**src/rtl/traffic_pkg.sv**
```systemverilog
// Shared constants and types for the traffic-light display path: segment
// patterns {g,f,e,d,c,b,a}, scan digit indices and the per-frame snapshot record.
package traffic_pkg;

  localparam logic [6:0] SEG_0     = 7'b0111111;
  localparam logic [6:0] SEG_1     = 7'b0000110;
  localparam logic [6:0] SEG_2     = 7'b1011011;
  localparam logic [6:0] SEG_3     = 7'b1001111;
  localparam logic [6:0] SEG_4     = 7'b1100110;
  localparam logic [6:0] SEG_5     = 7'b1101101;
  localparam logic [6:0] SEG_6     = 7'b1111101;
  localparam logic [6:0] SEG_7     = 7'b0000111;
  localparam logic [6:0] SEG_8     = 7'b1111111;
  localparam logic [6:0] SEG_9     = 7'b1101111;
  localparam logic [6:0] SEG_DASH  = 7'b1000000;
  localparam logic [6:0] SEG_BLANK = 7'b0000000;

  localparam logic [1:0] IDX_A_L = 2'd0;
  localparam logic [1:0] IDX_A_H = 2'd1;
  localparam logic [1:0] IDX_B_L = 2'd2;
  localparam logic [1:0] IDX_B_H = 2'd3;

  typedef struct packed {
    logic [3:0] a_l;
    logic [3:0] a_h;
    logic [3:0] b_l;
    logic [3:0] b_h;
    logic       a_light;
    logic       b_light;
  } snap_t;

endpackage

```
**src/rtl/seg_display_scanner_bcd_to_seg.sv**
```systemverilog
// Combinational BCD to 7-segment decoder with a forced-blank input; values
// above 9 render as a dash.
module bcd_to_seg
  import traffic_pkg::*;
(
  input  logic [3:0] bcd_i,
  input  logic       blank_i,
  output logic [6:0] seg_o
);

  always_comb begin
    // NOTE: every always_comb output gets a default first so no path can infer a latch.
    seg_o = SEG_DASH;
    if (blank_i) begin
      seg_o = SEG_BLANK;
    end else begin
      case (bcd_i)
        4'd0:    seg_o = SEG_0;
        4'd1:    seg_o = SEG_1;
        4'd2:    seg_o = SEG_2;
        4'd3:    seg_o = SEG_3;
        4'd4:    seg_o = SEG_4;
        4'd5:    seg_o = SEG_5;
        4'd6:    seg_o = SEG_6;
        4'd7:    seg_o = SEG_7;
        4'd8:    seg_o = SEG_8;
        4'd9:    seg_o = SEG_9;
        default: seg_o = SEG_DASH;
      endcase
    end
  end

endmodule

```
**src/rtl/seg_display_scanner.sv**
```systemverilog
// Four-digit multiplexed 7-segment scanner for the two traffic countdowns, with
// per-frame input snapshot, leading-zero blanking, green decimal point and blink.
module seg_display_scanner
  import traffic_pkg::*;
#(
  parameter int SCAN_DIV     = 4,
  parameter int BLINK_DIV    = 8,
  parameter int BLINK_THRESH = 5
) (
  input  logic       CLK,
  input  logic       R,
  input  logic [3:0] A_Time_L,
  input  logic [3:0] A_Time_H,
  input  logic [3:0] B_Time_L,
  input  logic [3:0] B_Time_H,
  input  logic       A_Light,
  input  logic       B_Light,
  output logic [6:0] Seg,
  output logic [3:0] Dig,
  output logic       Dp
);

  localparam int DIV_W = $clog2(SCAN_DIV);
  localparam int FRM_W = (BLINK_DIV > 1) ? $clog2(BLINK_DIV) : 1;
  localparam logic [DIV_W-1:0] DIV_LAST = DIV_W'(SCAN_DIV - 1);
  localparam logic [FRM_W-1:0] FRM_LAST = FRM_W'(BLINK_DIV - 1);
  localparam logic [3:0]       THRESH   = 4'(BLINK_THRESH);

  logic [DIV_W-1:0] div_q, div_d;
  logic [1:0]       idx_q, idx_d;
  logic [FRM_W-1:0] frm_q, frm_d;
  logic             phase_q, phase_d;
  snap_t            snap_q, snap_d;
  logic [6:0]       seg_q, seg_d;
  logic [3:0]       dig_q, dig_d;
  logic             dp_q, dp_d;

  logic       div_wrap, frame_wrap;
  logic       blink_a, blink_b;
  logic [3:0] cur_bcd;
  logic       cur_blank;

  always_comb begin
    div_wrap   = (div_q == DIV_LAST);
    frame_wrap = div_wrap && (idx_q == IDX_B_H);
    div_d      = div_wrap ? '0 : div_q + 1'b1;
    idx_d      = div_wrap ? idx_q + 2'd1 : idx_q;

    snap_d  = snap_q;
    frm_d   = frm_q;
    phase_d = phase_q;
    // Inputs are only taken at frame boundaries so a frame never mixes old and new values.
    if (frame_wrap) begin
      snap_d = '{a_l: A_Time_L, a_h: A_Time_H, b_l: B_Time_L, b_h: B_Time_H,
                 a_light: A_Light, b_light: B_Light};
      if (frm_q == FRM_LAST) begin
        frm_d   = '0;
        phase_d = ~phase_q;
      end else begin
        frm_d = frm_q + 1'b1;
      end
    end

    blink_a = snap_q.a_light && (snap_q.a_h == 4'd0) && (snap_q.a_l < THRESH) && !phase_q;
    blink_b = snap_q.b_light && (snap_q.b_h == 4'd0) && (snap_q.b_l < THRESH) && !phase_q;

    cur_bcd   = snap_q.a_l;
    cur_blank = blink_a;
    case (idx_q)
      IDX_A_H: begin
        cur_bcd   = snap_q.a_h;
        cur_blank = blink_a || (snap_q.a_h == 4'd0);
      end
      IDX_B_L: begin
        cur_bcd   = snap_q.b_l;
        cur_blank = blink_b;
      end
      IDX_B_H: begin
        cur_bcd   = snap_q.b_h;
        cur_blank = blink_b || (snap_q.b_h == 4'd0);
      end
      default: ;
    endcase

    dig_d = 4'b0001 << idx_q;
    dp_d  = ((idx_q == IDX_A_L) && snap_q.a_light) || ((idx_q == IDX_B_L) && snap_q.b_light);
  end

  bcd_to_seg u_dec (
    .bcd_i   (cur_bcd),
    .blank_i (cur_blank),
    .seg_o   (seg_d)
  );

  always_ff @(posedge CLK) begin
    // NOTE: sequential state uses non-blocking assignments so every register samples pre-edge values.
    if (!R) begin
      div_q   <= '0;
      idx_q   <= IDX_A_L;
      frm_q   <= '0;
      phase_q <= 1'b1;
      snap_q  <= '0;
      seg_q   <= SEG_BLANK;
      dig_q   <= 4'b0000;
      dp_q    <= 1'b0;
    end else begin
      div_q   <= div_d;
      idx_q   <= idx_d;
      frm_q   <= frm_d;
      phase_q <= phase_d;
      snap_q  <= snap_d;
      seg_q   <= seg_d;
      dig_q   <= dig_d;
      dp_q    <= dp_d;
    end
  end

  assign Seg = seg_q;
  assign Dig = dig_q;
  assign Dp  = dp_q;

endmodule

```
**config.mk**
```make
export PLATFORM = sky130hd
export DESIGN_NAME = seg_display_scanner
export DESIGN_NICKNAME = d
export VERILOG_FILES = /design/src/rtl/traffic_pkg.sv /design/src/rtl/seg_display_scanner_bcd_to_seg.sv /design/src/rtl/seg_display_scanner.sv
export SDC_FILE = /design/constraint.sdc
export NUM_CORES = 1
export LEC_CHECK = 0
export CAP_MARGIN = 20
export CORE_MARGIN = 4
export CORE_UTILIZATION = 46
export DETAILED_ROUTE_END_ITERATION = 12
export GPL_TIMING_DRIVEN = 0
export MAX_ROUTING_LAYER = met4
export PLACE_DENSITY_LB_ADDON = 0.25
export SLEW_MARGIN = 20
export SYNTH_ARGS = -nofsm -noshare
export SYNTH_HDL_FRONTEND = slang
export SYNTH_SLANG_ARGS = --single-unit
export TNS_END_PERCENT = 10
```
**constraint.sdc**
```tcl
create_clock -name CLK -period 4.6 [get_ports CLK]
set_input_delay 0.92 -clock CLK [delete_from_list [all_inputs] [get_ports CLK]]
set_output_delay 0.92 -clock CLK [all_outputs]
set_load 0.02 [all_outputs]
```
==> results of run 1 <==
==> flip-flops by register name, indices dropped and copies added, names as in the netlist <==
register	count
frm_q	3
phase_q	1
Dp	1
idx_q	2
snap_q	18
Seg	7
Dig	4
div_q	2
==> metrics by stage <==
step | area (um^2) | utilization [%] | setup WS, ns
after global routing | 2221 | 60.21 | 2.135
final | 2221 | 60.21 | 2.377
after CTS | 2221 | 60.21 | 2.371
after detailed placement | 2130 | 57.73 | 2.361
after global placement | 2130 | 57.73 | 2.390
after floorplan | 1759 | - | 2.623
==> worst paths after layout <==
| path | start | endpoint | depth (start not counted) |
|---|---|---|---|
| setup reg to reg | idx_q[0] | Seg[5] | 7 |
| hold / removal | div_q[0] | div_q[0] | 1 |
| hold reg to reg | div_q[0] | div_q[0] | 1 |
| setup / recovery | idx_q[0] | Seg[5] | 7 |
==> metal layers <==
metal | GRT usage [%] | vias to the layer above | wire [um]
met5 | - | - | 0
met4 | 8.298 | 0 | 80
met3 | 3.623 | 10 | 180
met2 | 24.87 | 42 | 1608
met1 | 17.70 | 652 | 1538
li1 | - | 740 | -
==> synth_stat cells <==
master	number
a211oi_1	1
a21boi_0	19
a21boi_1	1
a21o_1	1
a21oi_1	6
a222oi_1	3
a22o_1	1
a22oi_1	3
a22oi_2	1
a31oi_1	1
a41o_1	1
a41oi_1	1
and2_1	2
and3_1	5
and3b_1	3
buf_8	1
clkbuf_1	7
dfxtp_1	38
ha_1	14
inv_1	8
mux2_2	1
mux2i_1	4
nand2_1	44
nand3_1	1
nand3b_1	1
nor2_1	6
nor2b_1	4
nor3_1	1
nor3b_1	1
nor4_1	1
o211ai_1	2
o21ai_0	5
o311ai_4	1
or3_1	1
or4_4	1
xor2_1	1
==> cells by family after synthesis <==
logic type,after synthesis
AO/OA/AOI/OAI,47
XOR/XNOR,1
adder cells (fa/ha/maj),14
buffers and inverters,16
flip-flops,38
multiplexers,5
AND/OR/NAND/NOR,71
==> power by group <==
part | internal [uW] | switching [uW]
clock | 121 | 111
combinational | 37.4 | 27.0
sequential | 337 | 3.53
==> area by class of cell <==
class | count | area (um^2) | share of cell area [%]
inverters | 8 | 30.03 | 1.352
well taps | 48 | 60.06 | 2.704
clock inverters | 1 | 5.005 | 0.2254
clock buffers | 7 | 86.33 | 3.887
repair buffers | 31 | 310.3 | 13.97
multi-input cells | 138 | 927.1 | 41.75
flip-flops and latches | 38 | 760.7 | 34.25
plain buffers | 8 | 41.29 | 1.859
==> critical path, cell delays in order (launching register included) <==
cell      delay [ns]
dfxtp_1         0.44
inv_1           0.13
ha_1            0.29
a222oi_1        0.32
mux2i_1         0.23
ha_1            0.25
or3_1           0.36
a21oi_1         0.13
==> results.tsv, run 1 <==
metric	value	unit
yosysTopAreaCell	dfxtp_1	
regToRegSetupSlack	2.38	ns
synth_fa_ha_area_share	9.957	%
grt_pass1_vias	1382	
fillers	356	
cts_buffer_depth	2	
routabilityCongestion	0.8014	
synthCells	192	
finalWirelength	3407	um
numCtsBuffers	5	
p_leak	0.0008411	uW
netlist_top_cells_area	dfxtp_1 (43%), ha_1 (10%), nand2_1 (9.4%), a21boi_0 (8.1%), mux2i_1 (2.3%)	
fmax	449.8	MHz
finalNonFillerCells	279	
overflow	0	
final_common_cell	nand2_1	
grt_usage	15.45	%
grt_pass1_wl	5885	um
cp.arrival	2.45	ns
tns	0	ns
critPathLaunchType	flip-flop	
avgSynthCellArea	9.162	um^2
synth_nets	226	
crit_type	reg -> reg	
clk_pin_slew	0.07	ns
drive_gt1_share	5.195	%
total_power	637.0	uW
rsz0062_at_grt	no	
slew_headroom	69.30	%
synth_warnings	0	
synth_seq_area_share	43.24	%
finalMaxSlewViolations	0	
antenna_found_initial	0	
final_cell_mix	nand2_1 (44), dfxtp_1 (38), clkdlybuf4s50_1 (31)	
synth.distinct_cells	36	
hold_slack	0.4303	ns
fin_crit	2.223	ns
hold_path_class	reg -> reg	
htreeDepth	2	
max-cap-violations	0	
fp.dieH	69.84	um
syn_area	0.001759	mm^2
synth_simple_gate_area_share	18.85	%
ir_worst_vdd	0.1786	mV
ys_ff_latch	38	
cts_sinks	38	
period_share	48.33	%
synthXorXnorAreaFrac	0.4979	%
fp.dieW	69.84	um
route.antenna.remaining_nets	0	
via_per_inst	5.176	
clock_latency	0.29	ns
placed_cells	271	
dieArea	0.004878	mm^2
grt_max_degree	12	
ctsHoldBuffers	0	
post_cts_resized	0	
power.density	286.8	mW/mm^2
cts_tree	done	
post_cts_buffers	0	
muxShareOfSynthArea	2.916	%
post-route-drc-count	0	
worst_pin_slew	0.4477	ns
ioPinCount	32	
finalSetupViolations	0	
critPathMaxFanout	6	
yosys.area.top_type_share	43.24	%
hold_violations	0	
drtIter0Drc	91	
cp.required	4.82	ns
rows	22	
via_count	1444	
nets	264	
hpwl	2663	um
finClkSkew	0.004829	ns
synth_top_family_by_area	compound AO/OA/AOI/OAI gates	
cts_root_buffer	clkbuf_8	
start_util	47.69	%
wl_per_cell	12.21	um
areaGrowthSynthToFinish	26.24	%
status	finished clean	
critPathCaptureType	flip-flop	
synth_compound_area_share	20.48	%
dr.pass1.iters	4	
port_buffers	31	
fp.coreArea	0.003689	mm^2
antenna_cells	0	
Note: power is estimated with default switching activity, not from simulation.
==> run 2: changes to the inputs <==
clock period = 2.12 ns   (was 4.6 ns; I/O delays follow)
==> results.tsv, run 2 (synthesized netlist as in run 1, its figures left out) <==
metric	value	unit	change
cp.arrival	2.32	ns	-0.13 ns
port_buffers	31		unchanged
via_count	1467		+1.6%
power.density	606.9	mW/mm^2	+110%
clock_latency	0.29	ns	about the same
critPathCaptureType	flip-flop		
final_cell_mix	nand2_1 (44), dfxtp_1 (36), clkdlybuf4s50_1 (31)		
critPathLaunchType	flip-flop		
hpwl	2663	um	unchanged
antenna_found_initial	0		unchanged
fp.coreArea	0.003689	mm^2	unchanged
finalMaxSlewViolations	0		unchanged
period_share	98.97	%	+51 points
numCtsBuffers	5		unchanged
rows	22		unchanged
startpoint	idx_q[1]		
fp.dieW	69.84	um	unchanged
overflow	0		unchanged
cp.required	2.35	ns	-2.47 ns
p_leak	0.0008470	uW	+0.70%
placed_cells	271		unchanged
finalWorstSetupSlack	0.02174	ns	-2.355 ns
clk_pin_slew	0.07	ns	about the same
final_cell_area	0.002286	mm^2	+2.9%
hold_path_class	reg -> reg		
grt_pass1_wl	5982	um	+1.6%
post-route-drc-count	0		unchanged
placed_cell_area	0.002130	mm^2	unchanged
wl_per_cell	12.47	um	+2.1%
fin_crit	2.098	ns	-0.1248 ns
max-cap-violations	0		unchanged
cts_buffer_depth	2		unchanged
critPathMaxFanout	6		unchanged
hold_slack	0.4304	ns	+0.0001070 ns
cts_root_buffer	clkbuf_8		
fp.dieH	69.84	um	unchanged
areaGrowthSynthToFinish	29.94	%	
grt_usage	15.76	%	+0.31 points
dieArea	0.004878	mm^2	unchanged
rsz0062_at_grt	yes		
ir_worst_vdd	0.3856	mV	+120%
grt_max_degree	12		unchanged
fmax	476.6	MHz	+5.9%
routabilityCongestion	0.8014		unchanged
largest_reg_flops	18		unchanged
slew_headroom	69.84	%	+0.54 points
dr.pass1.iters	5		+1
finClkSkew	0.004907	ns	+0.00007705 ns
drtIter0Drc	95		+4.4%
min_from	div_q[0]		
nets	268		+1.5%
drive_gt1_share	10.64	%	+5.4 points
finalWirelength	3530	um	+3.6%
htreeDepth	2		unchanged
worstReg2RegStart	idx_q[1]		
cts_sinks	38		unchanged
finalSetupViolations	0		unchanged
regMostFlops	snap_q		
start_util	47.69	%	unchanged
ioPinCount	32		unchanged
final_common_cell	nand2_1		
antenna_cells	0		unchanged
hold_violations	0		unchanged
cts_tree	done		
worst_pin_slew	0.4524	ns	+0.004677 ns
route.antenna.remaining_nets	0		unchanged
grt_pass1_vias	1387		+0.36%
dp_slack	-0.09100	ns	-2.452 ns
status	finished clean		
finalNonFillerCells	283		+1.4%
via_per_inst	5.184		+0.16%
crit_type	reg -> reg		
final_util	61.97	%	+1.8 points
[run 2: cell count changes in the layout (fill, tap and decap cells not counted)]
cell / before / now
buf_4: 0 / 4
ha_1: 14 / 10
ha_2: 0 / 3
dfxtp_1: 38 / 36
dfxtp_4: 0 / 2
mux2i_1: 4 / 2
mux2i_2: 0 / 2
ha_4: 0 / 1
inv_1: 8 / 7
inv_2: 0 / 1
[run 2: worst paths after layout]
path	depth (start not counted)	endpoint	slack, ns
setup / recovery	7	Seg[5]	0.02
hold / removal	1	div_q[0]	0.43
setup reg to reg	7	Seg[5]	0.02
hold reg to reg	1	div_q[0]	0.43
[run 2: report_power, final]
part | total [uW] | switching (uW) | leakage (uW) | internal [uW]
sequential | 738 | 8.28 | 0.000311 | 730
clock | 506 | 244 | 0.0000482 | 262
combinational | 143 | 59.6 | 0.000488 | 83.3
[run 2: per-layer routing]
layer	track usage (%)	vias to the layer above	share of wire [%]
met1	17.88	663	45
met3	3.623	8	5.2
met4	8.298	0	2.2
met5	-	-	0
met2	25.71	48	48
li1	-	748	-
[run 2: worst max-delay path, cell delays in order (launching register included)]
cell and delay [ns]:
dfxtp_4 0.37, inv_1 0.10, ha_4 0.20, a222oi_1 0.45, mux2i_2 0.20, ha_2 0.23, or3_1 0.36, a21oi_1 0.13
[run 2: cell type report]
type / instances / area, um^2
buffer: 8 / 41.29
clock buffer: 7 / 86.33
clock inverter: 1 / 5.005
fill: 341 / 1403
inverter: 8 / 30.03
multi-input combinational: 138 / 954.7
sequential: 38 / 768.2
tap: 48 / 60.06
timing repair buffer: 35 / 340.3
[run 2: what timing repair did]
action                                  CTS  global route
pin swaps                                 1             1
endpoints found under the setup margin    5             6
buffers inserted                          0             4
hold buffers                              0             0
gates resized for setup                   6             6
[run 2: through the flow]
step           setup TNS, ns  power, uW
6_report                   0       1387
3_5_place_dp         -0.2845      896.6
3_3_place_gp         -0.1660      894.1
2_1_floorplan              0      825.7
4_1_cts                    0       1406
5_1_grt              -0.6285       1443
==> run 3: changes to the inputs <==
ABC_AREA = 0   (was default)
==> results of run 3 <==
Final layout, timing and power as in run 2 (identical DEF).
